==> src/rtl/inst_fetch_pkg.sv <==
// Shared types and constants for the instruction-fetch stage.
//   MEM_* op/length codes : values driven on the IF_op / IF_len request port
//   fetch_entry_t        : one queue entry, {pc, inst}
package inst_fetch_pkg;

  localparam logic [1:0] MEM_NOP  = 2'b00;
  localparam logic [1:0] MEM_LOAD = 2'b01;
  localparam logic [1:0] MEM_SAVE = 2'b10;

  localparam logic [1:0] MEM_BYTE = 2'b00;
  localparam logic [1:0] MEM_HALF = 2'b01;
  localparam logic [1:0] MEM_WORD = 2'b10;

  localparam logic [31:0] ZERO_WORD  = 32'h0000_0000;
  localparam logic [31:0] INST_BYTES = 32'd4;

  typedef struct packed {
    logic [31:0] pc;
    logic [31:0] inst;
  } fetch_entry_t;

endpackage

==> src/rtl/inst_fetch_if.sv <==
// Bus bundle between the fetch stage, the memory controller and decode.
//   IF_op/IF_len/IF_addr : fetch request (fetch stage -> memory controller)
//   IF_rdy/IF_out        : returned word pulse (memory controller -> fetch stage)
//   id_valid/id_inst/id_pc : queue head offered to decode
//   id_ready             : decode accepts the head
// master = fetch stage side, slave = memory controller / decode side.
interface inst_fetch_if;

  logic [1:0]  IF_op;
  logic [1:0]  IF_len;
  logic [31:0] IF_addr;
  logic        IF_rdy;
  logic [31:0] IF_out;
  logic        id_valid;
  logic        id_ready;
  logic [31:0] id_inst;
  logic [31:0] id_pc;

  modport master (
    output IF_op, IF_len, IF_addr,
    input  IF_rdy, IF_out,
    output id_valid, id_inst, id_pc,
    input  id_ready
  );

  modport slave (
    input  IF_op, IF_len, IF_addr,
    output IF_rdy, IF_out,
    input  id_valid, id_inst, id_pc,
    output id_ready
  );

endinterface

==> src/rtl/inst_fetch_queue.sv <==
// inst_queue: in-order FIFO of {pc, inst} entries between fetch and decode.
//   clk_in, rst_n_in : clock, async active-low reset
//   push, push_data  : write an entry at the tail
//   pop              : retire the head entry
//   flush            : drop all entries (wins over push/pop)
//   full, empty      : occupancy flags
//   head_data        : entry at the head, read combinationally
// A push while full is accepted when a pop happens in the same cycle: the
// write lands in the slot the pop is freeing (tail == head when full).
module inst_queue
  import inst_fetch_pkg::*;
#(
  parameter int DEPTH = 2
) (
  input  logic         clk_in,
  input  logic         rst_n_in,
  input  logic         push,
  input  fetch_entry_t push_data,
  input  logic         pop,
  input  logic         flush,
  output logic         full,
  output logic         empty,
  output fetch_entry_t head_data
);

  localparam int AW = $clog2(DEPTH);

  fetch_entry_t  slots [DEPTH];
  logic [AW-1:0] head;
  logic [AW-1:0] tail;
  logic [AW:0]   count;
  logic          do_push;
  logic          do_pop;

  assign full      = (count == (AW+1)'(DEPTH));
  assign empty     = (count == '0);
  assign head_data = slots[head];

  assign do_pop  = pop && !empty;
  assign do_push = push && (!full || do_pop);

  always_ff @(posedge clk_in or negedge rst_n_in) begin
    if (!rst_n_in) begin
      head  <= '0;
      tail  <= '0;
      count <= '0;
      for (int i = 0; i < DEPTH; i++) slots[i] <= '0;
    end else if (flush) begin
      head  <= '0;
      tail  <= '0;
      count <= '0;
    end else begin
      if (do_push) begin
        slots[tail] <= push_data;
        tail        <= tail + 1'b1;
      end
      if (do_pop) head <= head + 1'b1;
      case ({do_push, do_pop})
        2'b10:   count <= count + 1'b1;
        2'b01:   count <= count - 1'b1;
        default: count <= count;
      endcase
    end
  end

endmodule

==> src/rtl/inst_fetch.sv <==
// inst_fetch: owns the fetch PC, issues word loads, queues returned words and
// hands {pc, inst} to decode with a valid/ready handshake.
//   clk_in, rst_n_in : clock, async active-low reset
//   rdy_in           : global ready; low freezes every register
//   take_jmp         : redirect strobe, jmp_target is the new PC
//   fetch_bus        : IF_* request/response and id_* decode handshake
module inst_fetch
  import inst_fetch_pkg::*;
#(
  parameter int          QUEUE_DEPTH = 2,
  parameter logic [31:0] RESET_PC    = 32'h0
) (
  input  logic        clk_in,
  input  logic        rst_n_in,
  input  logic        rdy_in,
  input  logic        take_jmp,
  input  logic [31:0] jmp_target,
  inst_fetch_if.master fetch_bus
);

  logic [31:0]  fetch_pc;
  logic         q_full;
  logic         q_empty;
  logic         pop;
  logic         push;
  logic         flush;
  fetch_entry_t push_data;
  fetch_entry_t head;

  // The memory controller starts a fetch whenever it is idle, so the request
  // is permanently a word load; only the address moves.
  assign fetch_bus.IF_op   = MEM_LOAD;
  assign fetch_bus.IF_len  = MEM_WORD;
  assign fetch_bus.IF_addr = fetch_pc;

  assign fetch_bus.id_valid = !q_empty;
  assign fetch_bus.id_inst  = head.inst;
  assign fetch_bus.id_pc    = head.pc;

  assign pop   = !q_empty && fetch_bus.id_ready && rdy_in && !take_jmp;
  // A dropped word leaves fetch_pc untouched, so the same address is refetched.
  assign push  = rdy_in && !take_jmp && fetch_bus.IF_rdy && (!q_full || pop);
  assign flush = rdy_in && take_jmp;

  assign push_data = '{pc: fetch_pc, inst: fetch_bus.IF_out};

  always_ff @(posedge clk_in or negedge rst_n_in) begin
    if (!rst_n_in) begin
      fetch_pc <= RESET_PC;
    end else if (rdy_in) begin
      if (take_jmp)  fetch_pc <= jmp_target;
      else if (push) fetch_pc <= fetch_pc + INST_BYTES;
    end
  end

  inst_queue #(.DEPTH(QUEUE_DEPTH)) u_queue (
    .clk_in    (clk_in),
    .rst_n_in  (rst_n_in),
    .push      (push),
    .push_data (push_data),
    .pop       (pop),
    .flush     (flush),
    .full      (q_full),
    .empty     (q_empty),
    .head_data (head)
  );

endmodule

==> src/flat_wrapper.sv <==
// flat-port wrapper written by rule: the top's interface ports become plain ports
module inst_fetch_flat import inst_fetch_pkg::*;
#(
  parameter int          QUEUE_DEPTH = 2,
  parameter logic [31:0] RESET_PC    = 32'h0
)
  (clk_in, rst_n_in, rdy_in, take_jmp, jmp_target, fetch_bus_IF_op, fetch_bus_IF_len, fetch_bus_IF_addr, fetch_bus_IF_rdy, fetch_bus_IF_out, fetch_bus_id_valid, fetch_bus_id_inst, fetch_bus_id_pc, fetch_bus_id_ready);
  inst_fetch_if fetch_bus_i ();
  input  logic clk_in;
  input  logic rst_n_in;
  input  logic rdy_in;
  input  logic take_jmp;
  input  logic [31:0] jmp_target;
  output wire logic [$bits(fetch_bus_i.IF_op)-1:0] fetch_bus_IF_op;
  output wire logic [$bits(fetch_bus_i.IF_len)-1:0] fetch_bus_IF_len;
  output wire logic [$bits(fetch_bus_i.IF_addr)-1:0] fetch_bus_IF_addr;
  input wire logic [$bits(fetch_bus_i.IF_rdy)-1:0] fetch_bus_IF_rdy;
  input wire logic [$bits(fetch_bus_i.IF_out)-1:0] fetch_bus_IF_out;
  output wire logic [$bits(fetch_bus_i.id_valid)-1:0] fetch_bus_id_valid;
  output wire logic [$bits(fetch_bus_i.id_inst)-1:0] fetch_bus_id_inst;
  output wire logic [$bits(fetch_bus_i.id_pc)-1:0] fetch_bus_id_pc;
  input wire logic [$bits(fetch_bus_i.id_ready)-1:0] fetch_bus_id_ready;
  assign fetch_bus_IF_op = fetch_bus_i.IF_op;
  assign fetch_bus_IF_len = fetch_bus_i.IF_len;
  assign fetch_bus_IF_addr = fetch_bus_i.IF_addr;
  assign fetch_bus_i.IF_rdy = fetch_bus_IF_rdy;
  assign fetch_bus_i.IF_out = fetch_bus_IF_out;
  assign fetch_bus_id_valid = fetch_bus_i.id_valid;
  assign fetch_bus_id_inst = fetch_bus_i.id_inst;
  assign fetch_bus_id_pc = fetch_bus_i.id_pc;
  assign fetch_bus_i.id_ready = fetch_bus_id_ready;
  inst_fetch #(.QUEUE_DEPTH(QUEUE_DEPTH), .RESET_PC(RESET_PC)) u_core (.clk_in(clk_in), .rst_n_in(rst_n_in), .rdy_in(rdy_in), .take_jmp(take_jmp), .jmp_target(jmp_target), .fetch_bus(fetch_bus_i));
endmodule
==> config.mk <==
export PLATFORM = sky130hd
export DESIGN_NAME = inst_fetch_flat
export DESIGN_NICKNAME = d
export VERILOG_FILES = /design/src/rtl/inst_fetch_pkg.sv /design/src/rtl/inst_fetch_if.sv /design/src/rtl/inst_fetch_queue.sv /design/src/rtl/inst_fetch.sv /design/src/flat_wrapper.sv
export SDC_FILE = /design/constraint.sdc
export NUM_CORES = 1
export LEC_CHECK = 0
export BUFFER_PORTS_ARGS = -buffer_cell sky130_fd_sc_hd__buf_2
export CAP_MARGIN = 10
export CELL_PAD_IN_SITES_DETAIL_PLACEMENT = 2
export CELL_PAD_IN_SITES_GLOBAL_PLACEMENT = 2
export CORE_MARGIN = 4
export CORE_UTILIZATION = 39
export DETAILED_ROUTE_END_ITERATION = 10
export PLACE_DENSITY = 0.82
export SLEW_MARGIN = 20
export SYNTH_ARGS = -nofsm -noshare
export SYNTH_HDL_FRONTEND = slang
export SYNTH_SLANG_ARGS = --single-unit
==> constraint.sdc <==
create_clock -name clk_in -period 4.5 [get_ports clk_in]
set_input_delay 0.225 -clock clk_in [delete_from_list [all_inputs] [get_ports clk_in]]
set_output_delay 0.225 -clock clk_in [all_outputs]
set_load 0.005 [all_outputs]
==> metrics.md <==
| Metric | Value |
|---|---|
| Status | `finished clean` |
| Area taken by multi-input logic gates | `roughly 0.0035 mm^2` |
| Max frequency | `approximately 370 MHz` |
| Synth Area in Simple Gates | `under 10%` |
| Tot GR Track Use | `a little over a fifth` |
| DR DRC count | `0` |
| IO Pins | `between 150 and 200` |
| Sequential share of the synthesized area | `51.96%` |
| Clk sinks | `~160` |
| GRT overflow | `0` |
| CP Capture Type | `output pin` |
| Flop2flop setup slack | `~1.9 ns` |
| Dpl hpwl | `16.06 mm` |
| Final hold vios | `0` |
| Largest family of logic cells by synthesized area | `multiplexers` |
| Final WL | `23.83 mm` |
| Adder-Cell Fraction of Synth Area | `less than 1%` |
| Fin Setup TNS | `0 ns` |
| Die height | `between 150 and 200 um` |
| Synth Register Bits | `between 150 and 200` |
| Total Power | `5.857 mW` |
| Initial DRC count | `253` |
| H-tree levels | `4` |
| Vias in the first global route | `about 6600` |
| Synth area leader | `dfrtp_1` |
| Synth Warn # | `0` |
| FF+latch area | `around 0.0041 mm^2` |
| Fill count | `approximately 2000` |
| Ys flop type | `dfrtp_1` |
| Endpoints failing setup | `0` |
| VDD IR-drop max | `0.2795 mV` |
| Ratio of cells with drive above 1 in the final layout | `51.19%` |
| Via density | `5.453` |
| Top cell type's share of synthesized area | `between 50 and 60%` |
| Fin crit period | `about 2.7 ns` |
| Final WS setup | `roughly 1.8 ns` |
| CTS tree | `built` |
| Crit path required time | `4.28 ns` |
| Die ar. | `approximately 0.023 mm^2` |
| Port Buffers | `166` |
| Core Box Area | `0.01972 mm^2` |
| Clock Root Buffer | `clkbuf_16` |
| Synth cell types | `55` |
| Actual slew at the worst max-slew pin | `1.030 ns` |
| Crit start category | `register` |
| Syn_area_per_cell | `approximately 13 um^2` |
| Antenna violations before repair | `2` |
| Unrepaired setup endpoints after global routing | `false` |
| Mapped Area | `slightly below 0.008 mm^2` |
| Post-route ant nets | `0` |
| Setup WS pre-CTS | `1.770 ns` |
| Final Cycle Share | `60.75%` |
| CTS Buffer Depth | `2` |
| Crit Path Max Fanout | `38` |
| Post-Synthesis Cells | `between 600 and 700` |
| Slew HR | `31.11%` |
| Cell Pwr Density | `611.8 mW/mm^2` |
| Area contributors post-synth | `dfrtp_1 (52%), mux2_2 (26%), mux2i_1 (2.0%)` |
| Initial Utilization | `40.05%` |
| HP Class | `in -> reg` |
| Slew Limit Fails | `0` |
| First-pass GRT wire length | `38.02 mm` |
| Largest net degree at the start of global routing | `78` |
| DR WL/cell | `~22 um` |
| Row count | `slightly above 50` |
| EDFF count, synth | `0` |
| Clk slew on worst S/H paths | `around 0.070 ns` |
| Post-synthesis mux area share | `around 29%` |
| Cts repair resizes | `0` |
| Async set-reset flop share out of synthesis | `100.0%` |
| N_diodes | `0` |
| Drt pass-1 iters | `4` |
| Fin util | `48.55%` |
| Synthesis-to-finish area growth | `21.21%` |
| Worst-Skew Late Latency | `0.44 ns` |
| Clock Skew | `approximately 0.022 ns` |
| WP data arrival | `about 2.5 ns` |
| Static leakage | `roughly 4.3 nW` |
| Max-Cap Viols | `0` |
| Synth Area in XOR/XNOR | `0.3327%` |
| Die width | `between 150 and 200 um` |
| GPL Wtd Cong | `between 0.7 and 0.8` |
| Clock buffer count from CTS | `17` |
| CP Class | `reg -> out` |
| Net count, final | `approximately 850` |
| Vias | `5780` |
| Compound-Gate Fraction of Synth Area | `between 5 and 6%` |
==> through the flow <==
stage	area, um^2	instances	hold WS (ns)
6_report	9573	1060	0.02568
5_1_grt	9573	1060	0.01804
4_1_cts	9573	1060	0.01273
3_5_place_dp	8876	1024	0.3105
3_3_place_gp	8876	1024	0.2881
2_1_floorplan	7905	631	-0.07059
==> synth_stat cells (all sizes together) (2+ instances only) <==
master and count:
xor2 2, nor4b 2, and2 3, a21oi 29, o21ai 15, ha 2, inv 5, or2 3
and3 6, o22ai 18, conb 2, mux2i 16, clkbuf 26, nand4 13, a311oi 3, buf 18
nand2 37, nor4 4, and4 2, nor2b 3, nor3 8, dfrtp 164, nand3 16, mux2 192
nor2 24
==> flip-flops by register name, summed over array words and instances, names as in the netlist <==
name	count
u_core.fetch_bus.IF_addr	32
u_core.u_queue.count	2
u_core.u_queue.head	1
u_core.u_queue.slots	128
u_core.u_queue.tail	1
==> repair_timing <==
item | 4_1_cts | 5_1_grt
hold buffers | 4 | 0
setup buffers | 0 | 0
hold endpoints to repair | 78 | 0
==> per-layer routing <==
layer | global-route usage (%) | vias to the layer above | share of wire (%)
li1 | - | 2587 | -
met1 | 27.26 | 3000 | 41
met2 | 37.90 | 163 | 52
met3 | 4.967 | 26 | 5.9
met4 | 5.718 | 4 | 1.1
met5 | 0 | - | 0.10
==> worst paths after layout <==
kind                                           from                      endpoint  depth (start not counted)
setup / recovery                u_core.u_queue.head         fetch_bus_id_inst[10]                          3
hold / removal                       jmp_target[25]  u_core.fetch_bus.IF_addr[25]                          3
setup reg to reg            u_core.u_queue.count[0]      u_core.u_queue.slots[25]                          5
hold reg to reg            u_core.u_queue.slots[76]      u_core.u_queue.slots[76]                          1
max in group asynchronous                  rst_n_in  u_core.fetch_bus.IF_addr[26]                          3
min in group asynchronous                  rst_n_in   u_core.fetch_bus.IF_addr[7]                          2
==> final cells by class <==
cell class / instances / area share (%)
Timing Repair Buffer: 176 / 9.633
Multi-Input combinational cell: 418 / 36.96
Clock inverter: 14 / 2.274
Sequential cell: 164 / 42.88
Clock buffer: 18 / 4.588
Inverter: 5 / 0.1961
Tap cell: 265 / 3.464
==> critical path, cell delays in order, from the launching register on <==
cell and delay, ns:
dfrtp_2 1.00, buf_4 0.53, mux2_2 0.41, buf_2 0.13
==> cells by family (layout without fill, tap and decap cells) <==
group	count (synthesis)	count (layout)
mux	208	208
flops	164	164
simple gates	125	125
compound gates	76	76
buf+inv	49	213
xor+xnor	3	3
fa+ha+maj	2	2
other cells	2	4
==> layout by cell type (no fill, tap or decap), types with 2 or more instances in the layout <==
| cell | synthesis | routed |
|---|---|---|
| inv_6 | 0 | 3 |
| inv_8 | 0 | 2 |
| nand2_1 | 35 | 35 |
| bufinv_16 | 0 | 4 |
| clkbuf_16 | 0 | 17 |
| mux2_1 | 9 | 9 |
| and2_1 | 3 | 3 |
| and3_1 | 6 | 6 |
| nor2_1 | 22 | 22 |
| dfrtp_1 | 164 | 163 |
| buf_4 | 11 | 6 |
| buf_2 | 1 | 165 |
| o21ai_0 | 15 | 15 |
| nand4_2 | 2 | 2 |
| ha_1 | 2 | 2 |
| nor3_1 | 5 | 5 |
| clkinv_4 | 0 | 2 |
| o22ai_1 | 18 | 18 |
| nor4_1 | 2 | 2 |
| dlygate4sd3_1 | 0 | 4 |
| xor2_1 | 2 | 2 |
| and4_1 | 2 | 2 |
| nand4_1 | 11 | 11 |
| nor2b_1 | 3 | 3 |
| nor3_2 | 3 | 3 |
| or2_2 | 3 | 3 |
| inv_1 | 4 | 4 |
| clkinvlp_4 | 0 | 2 |
| mux2_2 | 183 | 183 |
| conb_1 | 2 | 4 |
| a21oi_1 | 29 | 29 |
| nand3_1 | 16 | 16 |
| a311oi_1 | 3 | 3 |
| mux2i_1 | 16 | 16 |
==> power by group <==
group	total, mW	internal [mW]	switching (mW)
sequential	2.49	2.04	0.452
combinational	1.74	1.03	0.709
clock	1.63	0.964	0.662
total	5.86	4.03	1.82
(Power assumes the default switching activity.)
